--- src/rtl/uart_fifo_access_ctrl.sv ---
// Sequencing controller in front of the UART receive FIFO: buffers one received byte,
// arbitrates host/loopback reads round-robin and emits spaced single-cycle FIFO strobes.
module uart_fifo_access_ctrl #(
    parameter int DATA_BITS   = 8,
    parameter int INIT_CYCLES = 2
) (
    input  logic                 clk,
    input  logic                 rst,
    input  logic [DATA_BITS-1:0] Rx_Data,
    input  logic                 Rx_Valid,
    input  logic                 Host_Rd_Req,
    input  logic                 Loop_Rd_Req,
    input  logic                 BIST_Mode,
    input  logic                 Drop_Clr,
    input  logic                 FIFO_Empty,
    input  logic                 FIFO_Overflow,
    input  logic [DATA_BITS-1:0] FIFO_Data_Out,
    output logic [DATA_BITS-1:0] FIFO_Wr_Data,
    output logic                 FIFO_Data_Rdy,
    output logic                 FIFO_Pop_Data,
    output logic [DATA_BITS-1:0] Rd_Data,
    output logic                 Host_Rd_Ack,
    output logic                 Loop_Rd_Ack,
    output logic                 Rx_Drop,
    output logic                 Busy
);
    localparam int CNT_W = (INIT_CYCLES > 1) ? $clog2(INIT_CYCLES) : 1;

    typedef enum logic [2:0] {
        S_INIT, S_IDLE, S_WR_STB, S_RD_STB, S_GAP, S_RD_CAP
    } state_t;

    state_t               r_state;
    logic [CNT_W-1:0]     r_init_cnt;
    logic [DATA_BITS-1:0] r_hold_data;
    logic                 r_hold_valid;
    logic                 r_drop;
    logic                 r_ptr;
    logic                 r_grant;
    logic                 r_last_rd;
    logic                 r_data_rdy;
    logic                 r_pop;
    logic                 r_host_ack;
    logic                 r_loop_ack;
    logic [DATA_BITS-1:0] r_rd_data;

    logic w_host_req;
    logic w_loop_req;
    logic w_grant_loop;
    logic w_discard;
    logic w_capture;
    logic w_drop_new;

    // A requester is ignored in the cycle its Ack is presented, so a still-held level is not re-served.
    assign w_host_req   = Host_Rd_Req & ~r_host_ack;
    assign w_loop_req   = Loop_Rd_Req & ~r_loop_ack;
    assign w_grant_loop = w_loop_req & (~w_host_req | r_ptr);
    assign w_discard    = (r_state == S_IDLE) & r_hold_valid & ~BIST_Mode & FIFO_Overflow;
    assign w_capture    = Rx_Valid & (~r_hold_valid | (r_state == S_WR_STB));
    assign w_drop_new   = Rx_Valid & ~w_capture;

    always_ff @(posedge clk or posedge rst) begin
        if (rst) begin
            r_hold_data  <= '0;
            r_hold_valid <= 1'b0;
            r_drop       <= 1'b0;
        end else begin
            if (w_capture) begin
                r_hold_data  <= Rx_Data;
                r_hold_valid <= 1'b1;
            end else if ((r_state == S_WR_STB) || w_discard) begin
                r_hold_valid <= 1'b0;
            end
            if (w_drop_new || w_discard) begin
                r_drop <= 1'b1;
            end else if (Drop_Clr) begin
                r_drop <= 1'b0;
            end
        end
    end

    always_ff @(posedge clk or posedge rst) begin
        if (rst) begin
            r_state    <= S_INIT;
            r_init_cnt <= '0;
            r_ptr      <= 1'b0;
            r_grant    <= 1'b0;
            r_last_rd  <= 1'b0;
            r_data_rdy <= 1'b0;
            r_pop      <= 1'b0;
            r_host_ack <= 1'b0;
            r_loop_ack <= 1'b0;
            r_rd_data  <= '0;
        end else begin
            r_data_rdy <= 1'b0;
            r_pop      <= 1'b0;
            r_host_ack <= 1'b0;
            r_loop_ack <= 1'b0;
            case (r_state)
                S_INIT: begin
                    if (r_init_cnt == CNT_W'(INIT_CYCLES - 1)) begin
                        r_state <= S_IDLE;
                    end else begin
                        r_init_cnt <= r_init_cnt + 1'b1;
                    end
                end
                S_IDLE: begin
                    // Writes win over reads: the receiver has no way to stall.
                    if (w_discard) begin
                        r_state <= S_IDLE;
                    end else if (r_hold_valid && !BIST_Mode) begin
                        r_state    <= S_WR_STB;
                        r_data_rdy <= 1'b1;
                        r_last_rd  <= 1'b0;
                    end else if ((w_host_req || w_loop_req) && !BIST_Mode && !FIFO_Empty) begin
                        r_state   <= S_RD_STB;
                        r_pop     <= 1'b1;
                        r_grant   <= w_grant_loop;
                        r_last_rd <= 1'b1;
                    end
                end
                S_WR_STB: r_state <= S_GAP;
                S_RD_STB: r_state <= S_GAP;
                S_GAP:    r_state <= r_last_rd ? S_RD_CAP : S_IDLE;
                S_RD_CAP: begin
                    r_rd_data  <= FIFO_Data_Out;
                    r_host_ack <= ~r_grant;
                    r_loop_ack <= r_grant;
                    r_ptr      <= ~r_grant;
                    r_state    <= S_IDLE;
                end
                default:  r_state <= S_INIT;
            endcase
        end
    end

    assign FIFO_Wr_Data  = r_hold_data;
    assign FIFO_Data_Rdy = r_data_rdy;
    assign FIFO_Pop_Data = r_pop;
    assign Rd_Data       = r_rd_data;
    assign Host_Rd_Ack   = r_host_ack;
    assign Loop_Rd_Ack   = r_loop_ack;
    assign Rx_Drop       = r_drop;
    assign Busy          = (r_state != S_IDLE) | r_hold_valid;
endmodule

--- config.mk ---
export PLATFORM = sky130hd
export DESIGN_NAME = uart_fifo_access_ctrl
export DESIGN_NICKNAME = d
export VERILOG_FILES = /design/src/rtl/uart_fifo_access_ctrl.sv
export SDC_FILE = /design/constraint.sdc
export NUM_CORES = 1
export LEC_CHECK = 0
export ABC_AREA = 0
export BUFFER_PORTS_ARGS = -buffer_cell sky130_fd_sc_hd__buf_2
export CAP_MARGIN = 20
export CORE_ASPECT_RATIO = 1.1
export CORE_MARGIN = 4
export CORE_UTILIZATION = 50
export CTS_CLUSTER_DIAMETER = 200
export DETAILED_ROUTE_END_ITERATION = 10
export PLACE_DENSITY = 0.92
export SYNTH_ARGS = -nofsm -noshare
export SYNTH_HDL_FRONTEND = slang
export SYNTH_SLANG_ARGS = --single-unit
--- constraint.sdc ---
create_clock -name clk -period 2.4 [get_ports clk]
set_input_delay 0.48 -clock clk [delete_from_list [all_inputs] [get_ports clk]]
set_output_delay 0.48 -clock clk [all_outputs]
set_load 0.01 [all_outputs]
==> results.toml, run 1 <==
[run_status]
run_status = "completed"

[final_layout]
layout-area-overhead-vs-synth_pct = 27.17
diode_count = 0
finish.net_count = 162
post-route-util_pct = 66.83
layout.filler_cells = 179
post_route_cells_drive_above_1_share_pct = 57.25

[placed_design]
io_port_bufs = 46
place_congestion = 0.7519
hpwl_mm = 1.791

[global_routing]
gr-total-overflow = 0
grt_pass1_vias = 934
antenna_found_initial = 0
grt_start_max_net_pins = 30
grt_first_pass_wirelength_mm = 4.174
grt_use_total_pct = 18.85

[route]
avgViaCountPerCell = 5.048
route.vias.total = 848
route.met3.wl_um = 118
wirelength_mm = 2.388
post-route-drc-count = 0
top_layer_used = "met4"
route.antenna.remaining_nets = 0
routed_wire_length_per_instance_um = 14.21
wl_met2_mm = 1.301
m1WireLength_um = 902
detailedRoute.firstPassIterationCount = 4
initialDrtViolationCount = 19

[clock_tree]
postCtsResizedCells = 0
root_buffer = "clkbuf_4"
htree_num_levels = 2
cts-buffers-inserted = 5
total_of_hold_buffers_inserted_after_clock_tree_synthesis = 0
clk_pin_slew_worst_paths_ns = 0.09
tritoncts_clock_tree = "yes"
worst_skew_pair.late_latency_ns = 0.33
clock_sinks = 29
cts_post_setup_buffers_inserted = 0
clockBufferDepth = 2

[worst_setup_path]
worst_setup_path_end_kind = "primary output"
timing_worst_setup_path_type = "reg -> out"
cp.buffers_inverters = 1
critical_path.max_fanout = 8
timing.critical_path.slowest_stage_cell = "dfrtp_1"
element_type_at_the_critical_path_start = "flip-flop"
cpLargestDelayFamily = "flip-flops"
crit_path_max_incr_delay_ns = 0.47
worst-endpoint-required_ns = 1.92
arrival_ns = 1.40
cell_chain_of_the_critical_path = "nor3b_1 > nand2_1 > buf_2"

[yosys]
synth_largest_area_cell = "dfrtp_1"
post_synth_main_area_contributors = "dfrtp_1, mux2_2, nor4b_4"
post_synthesis_instance_total = 84
synth_edf_count = 0
dominantRegCellSynth = "dfrtp_1"
mappedNetlistNets = 109
synth_warnings = 0
yosys_register_bits = 29
asyncSetResetFlopFracSynth_pct = 100.0
synth_area_per_cell_um2 = 14.09
synth_area_um2 = 1184
yosysSeqAreaShare_pct = 61.31
yosys.area.top_type_share_pct = 61.31
yosysUniqueCellTypes = 31

[die]
site_rows = 18
num_io_pins = 47
die-height_um = 59.03
core_area_um2 = 2252
floorplan.initialDensity_pct = 52.56
dieArea_um2 = 3211
floorplan_die_width_um = 54.39

[timing]
setup_viol = 0
hold_viol = 0
max_clock_freq_mhz = 531.4
worstMarginPinSlew_ns = 0.5315
max_slew_violation_count = 0
fin_tns_setup_ns = 0
grt_setup_unrepaired = "false"
final_min_period_over_clock_period_pct = 78.41
skew_ns = 0.009044
final.min_clock_period_ns = 1.882
max_slew_margin_pct = 64.46

[power]
ratio_of_total_power_to_cell_area_nw_per_um2 = 1196
vdd_ir_drop_max_v = 0.0007683
p_leak_nw = 0.7484

[hold_path]
hold_class = "in -> async"

[run]
max_cap_viol_count = 0
==> routing by layer <==
layer	vias to the layer above	global-route usage, %
met1	418	21.74
met5	-	0
li1	399	-
met2	26	30.26
met3	5	3.778
met4	0	13.88
==> sequential cells by signal, summed over array words and instances, names as in the netlist <==
signal	count
r_init_cnt	1
Rd_Data	8
Loop_Rd_Ack	1
FIFO_Data_Rdy	1
FIFO_Wr_Data	8
r_grant	1
r_ptr	1
r_last_rd	1
FIFO_Pop_Data	1
r_hold_valid	1
r_state	3
Rx_Drop	1
Host_Rd_Ack	1
==> cells by family after synthesis <==
| family | count (synthesis) | share of synthesized area [%] |
|---|---|---|
| compound gates | 11 | 8.035 |
| simple gates | 21 | 12.58 |
| buf+inv | 6 | 2.008 |
| flops | 29 | 61.31 |
| mux | 17 | 16.07 |
==> synth_stat cells, drive strengths merged (2+ instances only) <==
cell type  count
dfrtp         29
mux2          16
nor2           6
inv            5
a211oi         2
nor3           2
nor3b          2
o21ai          2
or3b           2
==> through the flow <==
| stage | hold slack [ns] | total power, mW | cell area [um2] | worst slack [ns] | instances |
|---|---|---|---|---|---|
| after global placement | 0.4424 | 1.498 | 1454 | 0.7591 | 160 |
| after CTS | 0.1987 | 1.829 | 1505 | 0.5006 | 168 |
| after detailed placement | 0.4491 | 1.543 | 1454 | 0.6593 | 160 |
| final | 0.1945 | 1.801 | 1505 | 0.5182 | 168 |
| after global routing | 0.2145 | 1.956 | 1505 | 0.3939 | 168 |
| after floorplan | 0.4151 | 1.273 | 1184 | 0.9146 | 84 |
==> worst register-to-register path, delay by kind of cell (launching register included) <==
family / cells / cell delay [ns]
flops: 1 / 0.46
mux: 1 / 0.39
compound gates: 1 / 0.36
simple gates: 1 / 0.21
==> area by class of cell <==
class	count	area, um2	share of cell area, %
multi-input combinational	49	434.2	28.84
clock inverter	2	10.01	0.6650
clock buffer	6	41.29	2.743
timing repair buffer	47	237.7	15.79
inverter	5	18.77	1.247
sequential	29	725.7	48.21
tap	30	37.54	2.494
==> power by group <==
group | switching (mW) | total [mW] | internal, mW
logic | 0.337 | 0.702 | 0.365
registers | 0.126 | 0.820 | 0.694
clock network | 0.168 | 0.279 | 0.111
==> worst paths after layout <==
kind,to,depth (start not counted),from,slack [ns]
worst max-delay path,Busy,3,r_state[2],0.52
worst min-delay path,FIFO_Wr_Data[6],3,rst,0.19
worst max register to register,FIFO_Wr_Data[5],3,r_state[1],0.88
worst min register to register,Host_Rd_Ack,1,r_grant,0.47
max in group asynchronous,r_hold_valid,3,rst,1.94
min in group clk,FIFO_Wr_Data[2],2,Rx_Data[2],0.38
==> layout by cell type, fill, tap and decap left out <==
cell type   n
a211oi_1    1
a211oi_4    1
a21o_1      1
a21oi_1     1
a221o_1     1
a2bb2oi_1   1
and2b_1     1
buf_2      46
buf_4       1
clkbuf_1    1
clkbuf_4    5
clkinv_2    2
dfrtp_1    29
inv_1       5
mux2_2     16
mux2i_1     1
nand2_1     1
nand2b_1    1
nand3_1     1
nand3b_1    1
nor2_1      6
nor3_1      2
nor3b_1     1
nor3b_2     1
nor4b_4     1
o21a_1      1
o21ai_0     1
o21ai_2     1
o21bai_1    1
o31ai_1     1
or2_2       1
or2b_2      1
or3_2       1
or3b_2      1
or3b_4      1
Note: power is estimated with default switching activity, not from simulation.
==> run 2, diff against run 1 <==
--- a/config.mk
+++ b/config.mk
@@ -10,10 +10,10 @@
 export CAP_MARGIN = 20
 export CORE_ASPECT_RATIO = 1.1
 export CORE_MARGIN = 4
-export CORE_UTILIZATION = 50
+export CORE_UTILIZATION = 47
 export CTS_CLUSTER_DIAMETER = 200
 export DETAILED_ROUTE_END_ITERATION = 10
-export PLACE_DENSITY = 0.92
+export PLACE_DENSITY = 0.88
 export SYNTH_ARGS = -nofsm -noshare
 export SYNTH_HDL_FRONTEND = slang
 export SYNTH_SLANG_ARGS = --single-unit
==> constraint.sdc (replaced) <==
create_clock -name clk -period 1.8 [get_ports clk]
set_input_delay 0.36 -clock clk [delete_from_list [all_inputs] [get_ports clk]]
set_output_delay 0.36 -clock clk [all_outputs]
set_load 0.01 [all_outputs]
==> run 2 against run 1 <==
Effect of this change: via count rose by 2.4%; die area rose by 5.5%; first-iteration DRC count fell by 58%; clock skew fell by 0.0023 ns; critical path depth did not move; non-clock buffer count did not move; critical endpoint unchanged; design area rose by 2.6%; core utilization fell by 0.27 points; clock power rose by 96%.
==> results.toml, run 2 (synthesis gave the netlist of run 1 again) <==
[final_layout]
postLayoutCellArea_um2 = 1544
finish.net_count = 162
diode_count = 0
mostFrequentLayoutCells = "buf_2, dfrtp_1, mux2_2"
layout-area-overhead-vs-synth_pct = 30.44
layout.filler_cells = 189
post_route_cells_drive_above_1_share_pct = 57.97
layout.cells.most_common = "buf_2"
number_of_standard_cells_in_the_layout_taps_in_and_fillers_out = 168

[timing]
hold_viol = 0
max_slew_margin_pct = 66.18
final.min_clock_period_ns = 1.663
grt_setup_unrepaired = "false"
fin_tns_setup_ns = 0
max_clock_freq_mhz = 601.3
final_min_period_over_clock_period_pct = 92.40
final.hold.worst_slack_ns = 0.1038
setup_viol = 0
skew_ns = 0.006703
max_slew_violation_count = 0
worstMarginPinSlew_ns = 0.5058

[worst_setup_path]
cell_chain_of_the_critical_path = "nor3b_2 > nand2_1 > buf_2"
timing_worst_setup_path_type = "reg -> out"
worstReg2RegStart = "r_state[1]"
worstReg2RegEnd = "FIFO_Wr_Data[3]"
arrival_ns = 1.30
crit_path_max_incr_delay_ns = 0.48
critical_path.max_fanout = 8
minimum_setup_slack_among_reg_to_reg_paths_ns = 0.24
worst_setup_path_end_kind = "primary output"
worst_setup_path_endpoint = "Busy"
crit_start = "r_state[2]"
reg2regPathDepth = 3
timing.critical_path.slowest_stage_cell = "dfrtp_1"
element_type_at_the_critical_path_start = "flip-flop"
worst-endpoint-required_ns = 1.44

[route]
detailedRoute.firstPassIterationCount = 4
post-route-drc-count = 0
avgViaCountPerCell = 5.167
route.vias.total = 868
routed_wire_length_per_instance_um = 14.11
initialDrtViolationCount = 8
wirelength_mm = 2.370
route.antenna.remaining_nets = 0

[die]
core_area_um2 = 2320
floorplan.initialDensity_pct = 51.02
site_rows = 18
floorplan_die_width_um = 55.85
die-height_um = 60.63
dieArea_um2 = 3386
num_io_pins = 47

[clock_tree]
root_buffer = "clkbuf_4"
postCtsResizedCells = 0
total_of_hold_buffers_inserted_after_clock_tree_synthesis = 0
clockBufferDepth = 2
worst_skew_pair.late_latency_ns = 0.32
htree_num_levels = 2
cts_post_setup_buffers_inserted = 0
clk_pin_slew_worst_paths_ns = 0.09
clock_sinks = 29
cts-buffers-inserted = 5
tritoncts_clock_tree = "yes"

[run]
max_cap_viol_count = 0

[global_routing]
grt_pass1_vias = 951
grt_first_pass_wirelength_mm = 3.995
gr-total-overflow = 0
grt_use_total_pct = 15.70
grt_start_max_net_pins = 30
antenna_found_initial = 0

[placed_design]
io_port_bufs = 46
hpwl_mm = 1.817
postPlaceCellArea_um2 = 1454
place_congestion = 0.7545
place_inst = 160

[power]
vdd_ir_drop_max_v = 0.001130
p_leak_nw = 0.7649
p_total_mw = 2.586
ratio_of_total_power_to_cell_area_nw_per_um2 = 1675

[run_status]
run_status = "completed"

[hold_path]
hold_class = "in -> async"
run 2: cell count changes in the layout (fill, tap and decap cells not counted):
cell       change
clkbuf_8       +1
bufinv_16      +1
nor3b_1        -1
clkinv_2       -2
nor3b_2        +1
run 2: worst max-delay path, delay by kind of cell, from the launching register on:
family	cells	cell delay (ns)
and+or+nand+nor	2	0.37
buffers and inverters	1	0.14
DFF	1	0.48
run 2: routing by layer:
layer  global-route usage (%)  wire [um]  up-vias
met2                    29.90       1339       29
met3                    5.745        147        5
li1                         -          -      403
met1                    15.56        851      431
met5                        0          0        -
met4                    7.119         32        0
run 2: where the power goes:
| group | internal [mW] | switching (mW) | total, mW |
|---|---|---|---|
| clock | 0.332 | 0.217 | 0.548 |
| combinational | 0.492 | 0.454 | 0.945 |
| sequential | 0.925 | 0.167 | 1.09 |
run 2: worst min-delay path by stage:
stage	depth (start not counted)	slack, ns	start	to
detailed placement	1	0.45	r_init_cnt	r_init_cnt
CTS	3	0.11	rst	FIFO_Wr_Data[4]
global placement	3	0.44	rst	FIFO_Wr_Data[4]
global route	3	0.12	rst	FIFO_Wr_Data[4]
floorplan	1	0.42	r_grant	Host_Rd_Ack
finish	3	0.10	rst	FIFO_Wr_Data[4]
run 2: final cells by class:
class	instances	area, um2	area share (%)
Sequential cell	29	725.7	47.00
Multi-Input combinational cell	49	439.2	28.44
Timing Repair Buffer	47	237.7	15.40
Clock buffer	7	55.05	3.566
Tap cell	30	37.54	2.431
Clock inverter	1	30.03	1.945
Inverter	5	18.77	1.216
run 2: metrics by stage:
stage	worst slack [ns]	util [%]
final	0.1368	66.56
after CTS	0.05645	66.34
after global placement	0.2760	62.68
after floorplan	0.4073	-
after detailed placement	0.2111	62.68
after global routing	0.02778	66.56
==> run 3, diff against run 2 <==
--- a/config.mk
+++ b/config.mk
@@ -8,12 +8,14 @@
 export ABC_AREA = 0
 export BUFFER_PORTS_ARGS = -buffer_cell sky130_fd_sc_hd__buf_2
 export CAP_MARGIN = 20
+export CELL_PAD_IN_SITES_DETAIL_PLACEMENT = 0
+export CELL_PAD_IN_SITES_GLOBAL_PLACEMENT = 1
 export CORE_ASPECT_RATIO = 1.1
 export CORE_MARGIN = 4
-export CORE_UTILIZATION = 47
+export CORE_UTILIZATION = 36
 export CTS_CLUSTER_DIAMETER = 200
 export DETAILED_ROUTE_END_ITERATION = 10
-export PLACE_DENSITY = 0.88
+export PLACE_DENSITY = 0.86
 export SYNTH_ARGS = -nofsm -noshare
 export SYNTH_HDL_FRONTEND = slang
 export SYNTH_SLANG_ARGS = --single-unit
==> run 3 against run 2 <==
Effect of this change: hold slack got worse by 0.0051 ns; clock-buffer cell count did not move; non-clock buffer count up 1; via count is 3.6% lower; clock skew is 0.0019 ns lower; combinational power hardly changed.
==> results.toml, run 3 (synthesis gave the netlist of run 1 again) <==
[run_status]
run_status = "completed"

[final_layout]
layout.cells.most_common = "buf_2"
layout.filler_cells = 281
finish.net_count = 163
mostFrequentLayoutCells = "buf_2, dfrtp_1, mux2_2"
layout-area-overhead-vs-synth_pct = 28.96
post_route_cells_drive_above_1_share_pct = 57.97
number_of_standard_cells_in_the_layout_taps_in_and_fillers_out = 172
diode_count = 0

[timing]
max_slew_margin_pct = 70.74
skew_ns = 0.004852
setup_viol = 0
grt_setup_unrepaired = "false"
final.min_clock_period_ns = 1.636
post_route_setup_slack_ns = 0.1641
max_clock_freq_mhz = 611.3
max_slew_violation_count = 0
final.hold.worst_slack_ns = 0.09875
final_min_period_over_clock_period_pct = 90.88
worstMarginPinSlew_ns = 0.4389
fin_tns_setup_ns = 0
hold_viol = 0

[global_routing]
gr-total-overflow = 0
antenna_found_initial = 0
grt_start_max_net_pins = 30
grt_use_total_pct = 11.76
grt_pass1_vias = 859
grt_first_pass_wirelength_mm = 3.753

[power]
p_leak_nw = 0.7550
vdd_ir_drop_max_v = 0.0006447
p_total_mw = 2.416
ratio_of_total_power_to_cell_area_nw_per_um2 = 1583

[clock_tree]
root_buffer = "clkbuf_4"
cts_post_setup_buffers_inserted = 0
clock_sinks = 29
htree_num_levels = 2
tritoncts_clock_tree = "yes"
clockBufferDepth = 2
clk_pin_slew_worst_paths_ns = 0.09
cts-buffers-inserted = 5
worst_skew_pair.late_latency_ns = 0.31

[die]
num_io_pins = 47
dieArea_um2 = 4270
die-height_um = 68.14
site_rows = 21
floorplan.initialDensity_pct = 38.18
floorplan_die_width_um = 62.67
core_area_um2 = 3100

[worst_setup_path]
worst_setup_path_endpoint = "Busy"
timing_worst_setup_path_type = "reg -> out"
worstReg2RegEnd = "FIFO_Wr_Data[7]"
critical_path.max_fanout = 8
worst_setup_path_end_kind = "primary output"
worstReg2RegStart = "r_state[1]"
crit_start = "r_state[0]"
worst-endpoint-required_ns = 1.44
element_type_at_the_critical_path_start = "flip-flop"
reg2regPathDepth = 3
minimum_setup_slack_among_reg_to_reg_paths_ns = 0.27
arrival_ns = 1.28

[placed_design]
hpwl_mm = 1.752
io_port_bufs = 46
place_inst = 165
place_congestion = 0.7521
dp_slack_ns = 0.1828

[route]
post-route-drc-count = 0
avgViaCountPerCell = 4.866
route.vias.total = 837
route.antenna.remaining_nets = 0
wirelength_mm = 2.239
initialDrtViolationCount = 22
detailedRoute.firstPassIterationCount = 3
routed_wire_length_per_instance_um = 13.02

[run]
max_cap_viol_count = 0

[hold_path]
hold_class = "in -> async"
run 3: per-stage QoR:
step	cell area [um2]	util (%)
finish	1526	49.23
global route	1526	49.23
CTS	1521	49.07
detailed placement	1466	47.30
global placement	1466	47.30
floorplan	1184	-
run 3: what timing repair did:
action                                  4_1_cts  5_1_grt
endpoints found under the setup margin        0        1
hold buffers                                  0        0
resized for setup                             0        1
run 3: area by class of cell:
type                       count  area, um2  area share, %
clock buffer                   7      55.05          3.607
inverter                       5      18.77          1.230
multi-input combinational     49      439.2          28.77
sequential                    29      725.7          47.54
tap                           34      42.54          2.787
timing repair buffer          48      245.2          16.07
run 3: how the worst min path moves through the flow:
stage,endpoint,cells past startpoint,start
global placement,Rd_Data[4],3,rst
finish,Rd_Data[0],3,rst
detailed placement,Host_Rd_Ack,1,r_grant
global route,Rd_Data[5],3,rst
floorplan,Host_Rd_Ack,1,r_grant
CTS,Rd_Data[5],3,rst
run 3: where the power goes:
group | total [mW] | internal (mW) | switching (mW)
combinational | 0.943 | 0.498 | 0.445
sequential | 1.09 | 0.925 | 0.161
clock | 0.386 | 0.184 | 0.202
run 3: per-layer routing:
layer  vias up  part of all wire (%)  track usage [%]
met3         5                   6.4            5.747
met4         0                   2.1            4.959
met5         -                     0                0
li1        401                     -                -
met2        24                    54            19.57
met1       407                    38            13.02
run 3: critical path, stage by stage, from the launching register on:
cell and delay [ns]:
dfrtp_1 0.47, nor3b_2 0.28, nand2_1 0.07, buf_2 0.14
